## config.mk

```make
export PLATFORM = sky130hd
export DESIGN_NAME = ifetch_pc_gen
export DESIGN_NICKNAME = d
export VERILOG_FILES = /design/src/rtl/mips_pkg.sv /design/src/rtl/ifetch_pc_gen.sv
export SDC_FILE = /design/constraint.sdc
export NUM_CORES = 1
export LEC_CHECK = 0
export ABC_AREA = 1
export CAP_MARGIN = 5
export CORE_ASPECT_RATIO = 1.2
export CORE_MARGIN = 1.5
export CORE_UTILIZATION = 49
export CTS_CLUSTER_DIAMETER = 150
export DETAILED_ROUTE_END_ITERATION = 12
export PLACE_DENSITY = 0.95
export SLEW_MARGIN = 20
export SYNTH_ARGS = -nofsm -noshare
export SYNTH_HDL_FRONTEND = slang
export SYNTH_SLANG_ARGS = --single-unit
```

## constraint.sdc

```tcl
create_clock -name clk -period 4.15 [get_ports clk]
set_input_delay 0.415 -clock clk [delete_from_list [all_inputs] [get_ports clk]]
set_output_delay 0.415 -clock clk [all_outputs]
set_load 0.02 [all_outputs]
```

## src/rtl/mips_pkg.sv

```systemverilog
// Shared MIPS core definitions: exception codes, reset vector and fetch FSM encoding.
package mips_pkg;

  localparam logic [31:0] RESET_PC_DEFAULT = 32'hBFC0_0000;
  localparam logic [4:0]  EXC_ADEL         = 5'h04;

  typedef logic [2:0] fetch_state_t;

  localparam fetch_state_t S_REQ  = 3'd0;
  localparam fetch_state_t S_WAIT = 3'd1;
  localparam fetch_state_t S_HOLD = 3'd2;
  localparam fetch_state_t S_EXC  = 3'd3;
  localparam fetch_state_t S_PARK = 3'd4;
  localparam fetch_state_t S_DROP = 3'd5;

endpackage

```

## src/rtl/ifetch_pc_gen.sv

```systemverilog
// Instruction-fetch PC generator: one-outstanding imem handshake, delay-slot redirects,
// CP0 flush redirects and fetch-address exceptions toward the IF/ID register.
module ifetch_pc_gen
  import mips_pkg::*;
#(
  parameter logic [31:0] RESET_PC = RESET_PC_DEFAULT
) (
  input  logic        clk,
  input  logic        resetn,
  input  logic        stall_i,
  input  logic        jmp_i,
  input  logic [31:0] jmp_target_i,
  input  logic        flush_i,
  input  logic [31:0] flush_pc_i,
  output logic        inst_req_o,
  output logic [31:0] inst_addr_o,
  input  logic        inst_addr_ok_i,
  input  logic        inst_data_ok_i,
  input  logic [31:0] inst_rdata_i,
  output logic [31:0] pc_o,
  output logic [31:0] inst_o,
  output logic        cp0_ex_o,
  output logic [4:0]  cp0_excode_o,
  output logic [31:0] cp0_badvaddr_o
);

  fetch_state_t state_q, state_d;
  logic [31:0]  pc_q, pc_d;
  logic [31:0]  inst_buf_q, inst_buf_d;
  logic         redir_v_q, redir_v_d;
  logic [31:0]  redir_pc_q, redir_pc_d;

  logic        misaligned;
  logic        accepted;
  logic        wait_data;
  logic        advance;
  logic [31:0] pc_adv;

  always_comb begin
    misaligned  = pc_q[1:0] != 2'b00;
    inst_req_o  = (state_q == S_REQ) && !misaligned;
    inst_addr_o = pc_q;
    accepted    = inst_req_o && inst_addr_ok_i;
    wait_data   = (state_q == S_WAIT) && inst_data_ok_i;
    advance     = !flush_i && !stall_i && (wait_data || (state_q == S_HOLD));
    // A pending redirect beats a same-cycle jmp: the delay slot has already gone by.
    pc_adv      = redir_v_q ? redir_pc_q : (jmp_i ? jmp_target_i : pc_q + 32'd4);
  end

  always_comb begin
    pc_o           = '0;
    inst_o         = '0;
    cp0_ex_o       = 1'b0;
    cp0_excode_o   = '0;
    cp0_badvaddr_o = '0;
    if (!flush_i) begin
      case (state_q)
        S_WAIT: begin
          if (inst_data_ok_i) begin
            pc_o   = pc_q;
            inst_o = inst_rdata_i;
          end
        end
        S_HOLD: begin
          pc_o   = pc_q;
          inst_o = inst_buf_q;
        end
        S_EXC: begin
          pc_o           = pc_q;
          cp0_ex_o       = 1'b1;
          cp0_excode_o   = EXC_ADEL;
          cp0_badvaddr_o = pc_q;
        end
        default: ;
      endcase
    end
  end

  always_comb begin
    state_d    = state_q;
    pc_d       = pc_q;
    inst_buf_d = inst_buf_q;
    redir_v_d  = redir_v_q;
    redir_pc_d = redir_pc_q;
    if (flush_i) begin
      pc_d      = flush_pc_i;
      redir_v_d = 1'b0;
      // Any response still owed by memory must be swallowed before refetching.
      if ((state_q == S_WAIT && !inst_data_ok_i) || accepted ||
          (state_q == S_DROP && !inst_data_ok_i)) begin
        state_d = S_DROP;
      end else begin
        state_d = S_REQ;
      end
    end else begin
      if (advance) begin
        pc_d      = pc_adv;
        redir_v_d = 1'b0;
      end else if (!stall_i && jmp_i) begin
        redir_v_d  = 1'b1;
        redir_pc_d = jmp_target_i;
      end
      case (state_q)
        S_REQ: begin
          if (misaligned)          state_d = S_EXC;
          else if (inst_addr_ok_i) state_d = S_WAIT;
        end
        S_WAIT: begin
          if (inst_data_ok_i) begin
            if (stall_i) begin
              inst_buf_d = inst_rdata_i;
              state_d    = S_HOLD;
            end else begin
              state_d = S_REQ;
            end
          end
        end
        S_HOLD: if (!stall_i) state_d = S_REQ;
        S_EXC:  if (!stall_i) state_d = S_PARK;
        S_PARK: state_d = S_PARK;
        S_DROP: if (inst_data_ok_i) state_d = S_REQ;
        default: state_d = S_REQ;
      endcase
    end
  end

  always_ff @(posedge clk) begin
    if (!resetn) begin
      state_q    <= S_REQ;
      pc_q       <= RESET_PC;
      inst_buf_q <= '0;
      redir_v_q  <= 1'b0;
      redir_pc_q <= '0;
    end else begin
      state_q    <= state_d;
      pc_q       <= pc_d;
      inst_buf_q <= inst_buf_d;
      redir_v_q  <= redir_v_d;
      redir_pc_q <= redir_pc_d;
    end
  end

endmodule

```

## Word level (Yosys, flattened, before mapping)

Index checks and enable logic that the tools add are counted.

| storage, ports and cells | value |
|---|---|
| register bits after elaboration | 100 |
| bits in latches | 0 |
| bits in writable memories | 0 |
| bits in read-only memories | 0 |
| input bits | 103 |
| output and inout port bits | 135 |
| word-level logic and storage cells | 68 |
| memories | 0 |

| operators by class | value |
|---|---|
| add/sub/neg operators | 1 |
| multiply operators | 0 |
| divide/modulo/power cells | 0 |
| magnitude comparators | 0 |
| equality and inequality tests | 10 |
| shift operators | 0 |
| muxes and demuxes | 26 |
| bitwise logic cells | 3 |
| reduce and logical (&&, ||, !) cells | 23 |

Operator list:

| kind | count |
|---|---|
| $mux 32 | 10 |
| $pmux 32 s2 | 2 |
| $add 32x3->32 const B | 1 |
| $mux 3 | 10 |
| $pmux 3 s6 | 1 |
| $ne 3x3->1 const B | 4 |
| $logic_and 1x1->1 | 8 |
| $eq 3x2->1 const B | 2 |
| $eq 3x3->1 const B | 2 |
| $reduce_and 5->1 | 1 |
| $logic_not 1->1 | 4 |
| $ne 4x4->1 const B | 1 |
| $reduce_and 4->1 | 1 |
| $reduce_bool 2->1 | 2 |
| $eq 3x1->1 const B | 1 |
| $logic_not 3->1 | 1 |
| $logic_or 1x1->1 | 3 |
| $not 1->1 | 3 |
| $reduce_and 3->1 | 1 |
| $reduce_or 3->1 | 1 |
| $mux 1 | 2 |
| $mux 2 | 1 |
| $reduce_or 2->1 | 1 |

## Longest topological paths before layout

Gate-level depths: netlist of run 1.

| logic depth | value |
|---|---|
| depth in word-level cells | 8 |
| mapped depth | 12 |
| depth with buffers taken out | 12 |

## Worst setup path after synthesis of run 1

Ideal clock, no wire load.

| timing path | value |
|---|---|
| kind | input -> output |
| start point | input flush_i |
| end point | output pc_o[31] |
| data arrival time | 1.520 ns |
| data required time | 3.735 ns |
| path slack | 2.215 ns |
| stages on the path | 5 |
| path buffers | 2 |
| cell sequence | buf_2 > inv_2 > clkbuf_1 > nand3_1 > nor3_1 |

| between the ends | value |
|---|---|
| longest elaborated chain between the ends | 1 |

RTL lines:

| element | RTL line | text |
|---|---|---|
| start: declaration | ifetch_pc_gen.sv:13 | `input logic flush_i,` |
| $mux 32 | ifetch_pc_gen.sv:56 | `if (!flush_i) begin` |
| end: declaration | ifetch_pc_gen.sv:20 | `output logic [31:0] pc_o,` |

No other way between the ends.

## Worst setup path after layout of run 1

| timing path | value |
|---|---|
| start point | register state_q[1] |
| end point | output inst_o[4] |

| between the ends | value |
|---|---|
| longest elaborated chain between the ends | 3 |
| elaborated cells on any way between the ends | 4 |
| classes of those cells | 2 x eq/ne; 2 x mux |

RTL lines:

| element | RTL line | text |
|---|---|---|
| start: declaration | ifetch_pc_gen.sv:27 | `fetch_state_t state_q, state_d;` |
| start signal: assignment | ifetch_pc_gen.sv:135 | `state_q <= state_d;` |
| $eq 3x2->1 or $eq 3x1->1 (tied branches) | ifetch_pc_gen.sv:57 | `case (state_q)` |
| $pmux 32 s2 (*) | ifetch_pc_gen.sv:57 |  |
| $mux 32 (*) | ifetch_pc_gen.sv:56 |  |
| end: declaration | ifetch_pc_gen.sv:21 | `output logic [31:0] inst_o,` |

Mark *: on every way between the ends. The rest lies on a longest branch, timed or not.

==> run metrics, run 1 <==
clock root cell=clkbuf_16; RR Startpoint=state_q[2]$_SDFFE_PN0P_; CTS tree=built; via count=8154; Peak VDD IR=248 µV; Startpoint Class=flip-flop; hold_buf cts=0; flops & latches, synth=100; hold path startpoint=redir_pc_q[6]$_SDFFE_PN0P_; Final Hold Viols=0; dpl hpwl=16600 µm; area leader, netlist=dfxtp_1; Synth area leaders=dfxtp_1 31%, nand2_1 22%, a21oi_1 10%; top-area cell type share of the netlist area=0.315; clk sinks=100; Setup crit end=inst_o[4]; Tot Pwr=~2.8 mW; maxcap violations=0; final core occ=0.710; flop-to-flop setup slack=1.70 ns; # setup viols final=0; clock slew at reported path FFs=0.07 ns; TritonCTS Buffers=9; Hold Path Class=flip-flop to flip-flop; CP Cell Sequence=inv_2, nor2_1, nand2_1, inv_1, nand2_1, a21oi_1, clkdlybuf4s50_1; GRT Total Usage=0.335; CP Data Arrival Time=2.87 ns; Worst setup startpoint=state_q[1]$_SDFFE_PN0P_; placement row count=45; crit end category=output pin; initial antenna violation count=1; worst path bufs/invs=3; die area=13700 µm²; FF-to-FF path depth=8; r2r endpoint=redir_pc_q[6]$_SDFFE_PN0P_; Yosys cell types=36; Mapped Cells=roughly 1100; IO Port Bufs=233; clk_lat worst skew=0.35 ns; most frequent cells in the layout=372 x nand2_1, 232 x clkdlybuf4s50_1, 170 x nor2_1, 132 x a21oi_1, 100 x dfxtp_1; most common cell after layout, fill and taps aside=nand2_1; vias in the first global route=7501; RSZ-0062 raised after global routing=no; FFs w/ async S/R, synth=0; Initial Util=0.502; Levels on crit path=7; first-pass GRT wire length=36600 µm; EDFF count, synth=0; DRT Pass-1 Iters=8; outcome=finished clean; Worst Path Max Fanout=32; Worst Setup Path Type=flip-flop to output pin; routed len/inst=15.9 µm; netlist area before placement=6360 µm²; aggregate routed wire length=23300 µm; relative slew slack=0.357; Die W=107 µm; Top FF cell, synth=dfxtp_1; final worst path period share=0.792; post-CTS setup buffers=0; Worst Skew=0.0102 ns; crit-path max cell delay=around 0.72 ns; ANT nets after route=0; Ys Warns=0; num ports=238; Slowest cell on crit path=inv_1; Top delay family on crit path=buffers and inverters; drt drc=0; Tmin final=3.29 ns; sequential share of the synthesized area=0.315; Area growth, synth to finish=41.4%; Remaining Overflow, GRT=0; vias per cell=about 5.6; Power Dens Cells=315 nW/µm²; Final Max Tran Viols=0; syn_area_per_cell=5.73 µm²; Core Region=12700 µm²; post-CTS sizing=0; Worst Tran Pin Value=0.964 ns; share of cells above drive strength 1=0.0392; Die Span Y=128 µm; Worst path most repeated cell=nand2_1; nets=1399; largest net degree at the start of global routing=72; GPL Wtd Cong=0.953; Bufs on Longest Clock Path=2; leakage power=3.39 nW; worst endpoint required time=between 3 and 4 ns; CTS H-tree depth=3; fmax=304 MHz; setup_tns=0 ns; number of DRC markers in iteration 0=between 700 and 800
[through the flow]
step | setup slack [ns] | hold slack (ns) | cells | area, µm²
finish | 0.862 | 0.461 | 1465 | 8990
floorplan | 2.21 | 0.425 | 1113 | 6370
detailed placement | 1.19 | 0.446 | 1448 | 8660
global placement | 1.24 | 0.437 | 1448 | 8660
global route | 0.648 | 0.477 | 1465 | 8990
CTS | 0.896 | 0.456 | 1464 | 8990
[synth_stat cells, types with 2 or more instances]
master	instances
buf_6	2
clkbuf_1	42
dfxtp_1	100
buf_4	5
nor2_1	171
o211ai_1	6
nand4_1	3
a31oi_1	3
nor2_2	4
o21ai_0	53
nand3_1	82
a21oi_1	132
nand2_1	372
buf_1	3
buf_2	23
inv_2	7
nand3_2	2
nor3_1	33
inv_1	50
[how the worst min path moves through the flow]
stage                                              to  slack [ns]  cells after the start
after floorplan            redir_pc_q[6]$_SDFFE_PN0P_        0.42                      2
after global placement     redir_pc_q[6]$_SDFFE_PN0P_        0.44                      2
after detailed placement   redir_pc_q[6]$_SDFFE_PN0P_        0.45                      2
after CTS                  redir_pc_q[6]$_SDFFE_PN0P_        0.46                      2
after global routing      redir_pc_q[18]$_SDFFE_PN0P_        0.48                      2
final                      redir_pc_q[6]$_SDFFE_PN0P_        0.46                      2
[state kept, by name, summed over array words and instances, names as in the netlist]
| signal | count |
|---|---|
| redir_v_q | 1 |
| state_q | 3 |
| inst_buf_q | 32 |
| inst_addr_o | 32 |
| redir_pc_q | 32 |
[logic make-up after synthesis]
group,Yosys count,share of synthesized area
xor+xnor,1,0.00138
compound gates,198,0.161
fa+ha+maj,1,0.00197
simple gates,675,0.431
other cells,1,0.000589
buf+inv,134,0.0891
flops,100,0.315
[worst min-delay path: stages (launching register included)]
cell,delay (ns)
dfxtp_1,0.31
inv_1,0.06
a21oi_1,0.05
[per-layer routing]
layer,wire (µm),share of wire,global-route usage
met5,0,0,0
met2,11200,0.48,0.566
met4,1220,0.052,0.205
met1,8600,0.37,0.389
met3,2270,0.097,0.0635
[power by group]
part | leakage [nW] | internal (mW) | switching [mW]
Clock | 0.162 | 0.545 | 0.379
Sequential | 0.816 | 1.02 | 0.0782
Combinational | 2.41 | 0.323 | 0.484
Total | 3.39 | 1.89 | 0.942
[cell type report]
type	instances	area, µm²
multi-input cells	879	3810
fillers	1080	3670
repair buffers	247	2430
flip-flops and latches	100	2000
clock buffers	10	239
inverters	58	218
well taps	164	205
clock inverters	6	87.6
diodes	1	2.50
Note: power is estimated with default switching activity, not from simulation.
==> inputs of run 2 (changes only) <==
Settings changed: CORE_UTILIZATION 49 to 41, PLACE_DENSITY 0.95 to 0.87.
Clock period 4.15 ns to 2.9 ns, I/O delays scaled along.
==> run metrics, run 2 (synthesis gave the netlist of run 1 again) <==
met3 Resource Use GR=0.0597 (-0.00388); CTS tree=built; most common cell after layout, fill and taps aside=nand2_1; crit end category=output pin; setup ws final=0.196 ns (-0.666 ns); GRT Total Usage=0.284 (-0.0506); M2 GR Usage=0.468 (-0.0982); maxcap violations=0 (unchanged); clk_lat worst skew=0.34 ns (about the same); worst endpoint required time=2.61 ns (-1.12 ns); Core Region=15100 µm² (+19%); first-pass GRT wire length=36700 µm (+0.32%); pre-CTS setup slack=0.405 ns (-0.784 ns); clock root cell=clkbuf_16; clk sinks=100 (unchanged); Bufs on Longest Clock Path=2 (unchanged); leakage power=3.39 nW (about the same); Final Max Tran Viols=0 (unchanged); final worst path period share=0.932; die area=16300 µm² (+19%); Initial Util=0.422 (-0.0804); aggregate routed wire length=23500 µm (+0.90%); Worst path most repeated cell=nand2_1; routing usage on met1=0.352 (-0.0377); CP Cell Sequence=inv_2, nor2_1, nand2_1, inv_1, buf_4, nand2_1, a21oi_1, clkdlybuf4s50_1; fmax=about 370 MHz; Startpoint Class=flip-flop; num ports=238 (unchanged); Final Hold Viols=0 (unchanged); setup_tns=0 ns (unchanged); most frequent cells in the layout=372 x nand2_1, 232 x clkdlybuf4s50_1, 170 x nor2_1, 132 x a21oi_1, 100 x dfxtp_1; ANT nets after route=0 (unchanged); vias per cell=5.27 (-5.2%); Die W=117 µm (+9.1%); hold_buf cts=0 (unchanged); largest net degree at the start of global routing=64 (-11%); Area growth, synth to finish=42.3%; crit-path max cell delay=0.61 ns (-0.11 ns); GPL Wtd Cong=0.925 (-2.9%); WHS=0.453 ns (-0.00760 ns); Peak VDD IR=270 µV (+8.7%); DRT Pass-1 Iters=5 (-3); dpl hpwl=17200 µm (+3.5%); Power Dens Cells=427 nW/µm² (+36%); Hold Path Class=flip-flop to flip-flop; RSZ-0062 raised after global routing=no; CTS H-tree depth=3 (unchanged); nets=1405 (+0.43%); Die Span Y=139 µm (+9.1%); clock slew at reported path FFs=0.07 ns (about the same); Tmin final=2.70 ns; Remaining Overflow, GRT=0 (unchanged); initial antenna violation count=1 (unchanged); routed len/inst=15.5 µm (-2.2%); Slowest cell on crit path=clkdlybuf4s50_1; IO Port Bufs=233 (unchanged); Worst Setup Path Type=flip-flop to output pin; outcome=finished clean; vias in the first global route=7291 (-2.8%); # setup viols final=0 (unchanged); share of cells above drive strength 1=0.0421 (+0.00288); drt drc=0 (unchanged); Worst Path Max Fanout=32 (unchanged); number of DRC markers in iteration 0=613 (-23%); Worst Skew=0.00731 ns (-0.00286 ns); Worst Tran Pin Value=0.835 ns (-0.129 ns); placement row count=49 (+8.9%); GRT busiest layer=met2; via count=7969 (-2.3%); CP Data Arrival Time=2.41 ns (-0.46 ns); relative slew slack=0.441 (+0.0848); TritonCTS Buffers=9 (unchanged)
==> run 2: worst max-delay path, delay by kind of cell, from the launching register on <==
family | cells | cell delay, ns
compound gates | 1 | 0.16
flops | 1 | 0.38
simple gates | 3 | 0.48
buf+inv | 4 | 1.05
==> run 2: repair_timing <==
action | in CTS | in global routing
endpoints found under the setup margin | 0 | 3
gates resized for setup | 0 | 1
setup buffers | 0 | 0
==> run 2: final cells by class <==
cell class                      instances  area, µm²
Clock inverter                          4       25.0
Tap cell                              204        255
Inverter                               58        218
Fill cell                            1460       6030
Multi-Input combinational cell        879       3810
Sequential cell                       100       2000
Antenna cell                            1       2.50
Timing Repair Buffer                  253       2500
Clock buffer                           12        246
==> run 2: where the power goes <==
part / switching, mW / internal, mW / leakage (nW) / total [mW]
Combinational: 0.698 / 0.474 / 2.44 / 1.17
Sequential: 0.103 / 1.46 / 0.816 / 1.56
Clock: 0.525 / 0.604 / 0.129 / 1.13
==> run 2: final timing paths <==
check	start	end	slack [ns]	cells after the start
min	redir_pc_q[6]$_SDFFE_PN0P_	redir_pc_q[6]$_SDFFE_PN0P_	0.45	2
max reg2reg	inst_addr_o[3]$_SDFFE_PN0P_	inst_addr_o[18]$_SDFFE_PN0P_	0.83	12
max	state_q[1]$_SDFFE_PN0P_	inst_o[2]	0.20	8
min reg2reg	redir_pc_q[6]$_SDFFE_PN0P_	redir_pc_q[6]$_SDFFE_PN0P_	0.45	2
==> run 2: routing by layer <==
metal / vias to the layer above / wire (µm)
li1: 3954 / -
met2: 386 / 11000
met4: 0 / 984
met5: - / 0
met3: 60 / 1980
met1: 3569 / 9510
==> run 2: metrics by stage <==
stage / area [µm²] / cells / power, mW / utilization
detailed placement: 8770 / 1494 / 2.74 / 0.582
finish: 9050 / 1511 / 3.86 / 0.600
global placement: 8770 / 1494 / 2.73 / 0.582
CTS: 9050 / 1510 / 3.86 / 0.600
global route: 9050 / 1511 / 4.06 / 0.600
floorplan: 6370 / 1113 / 2.23 / -
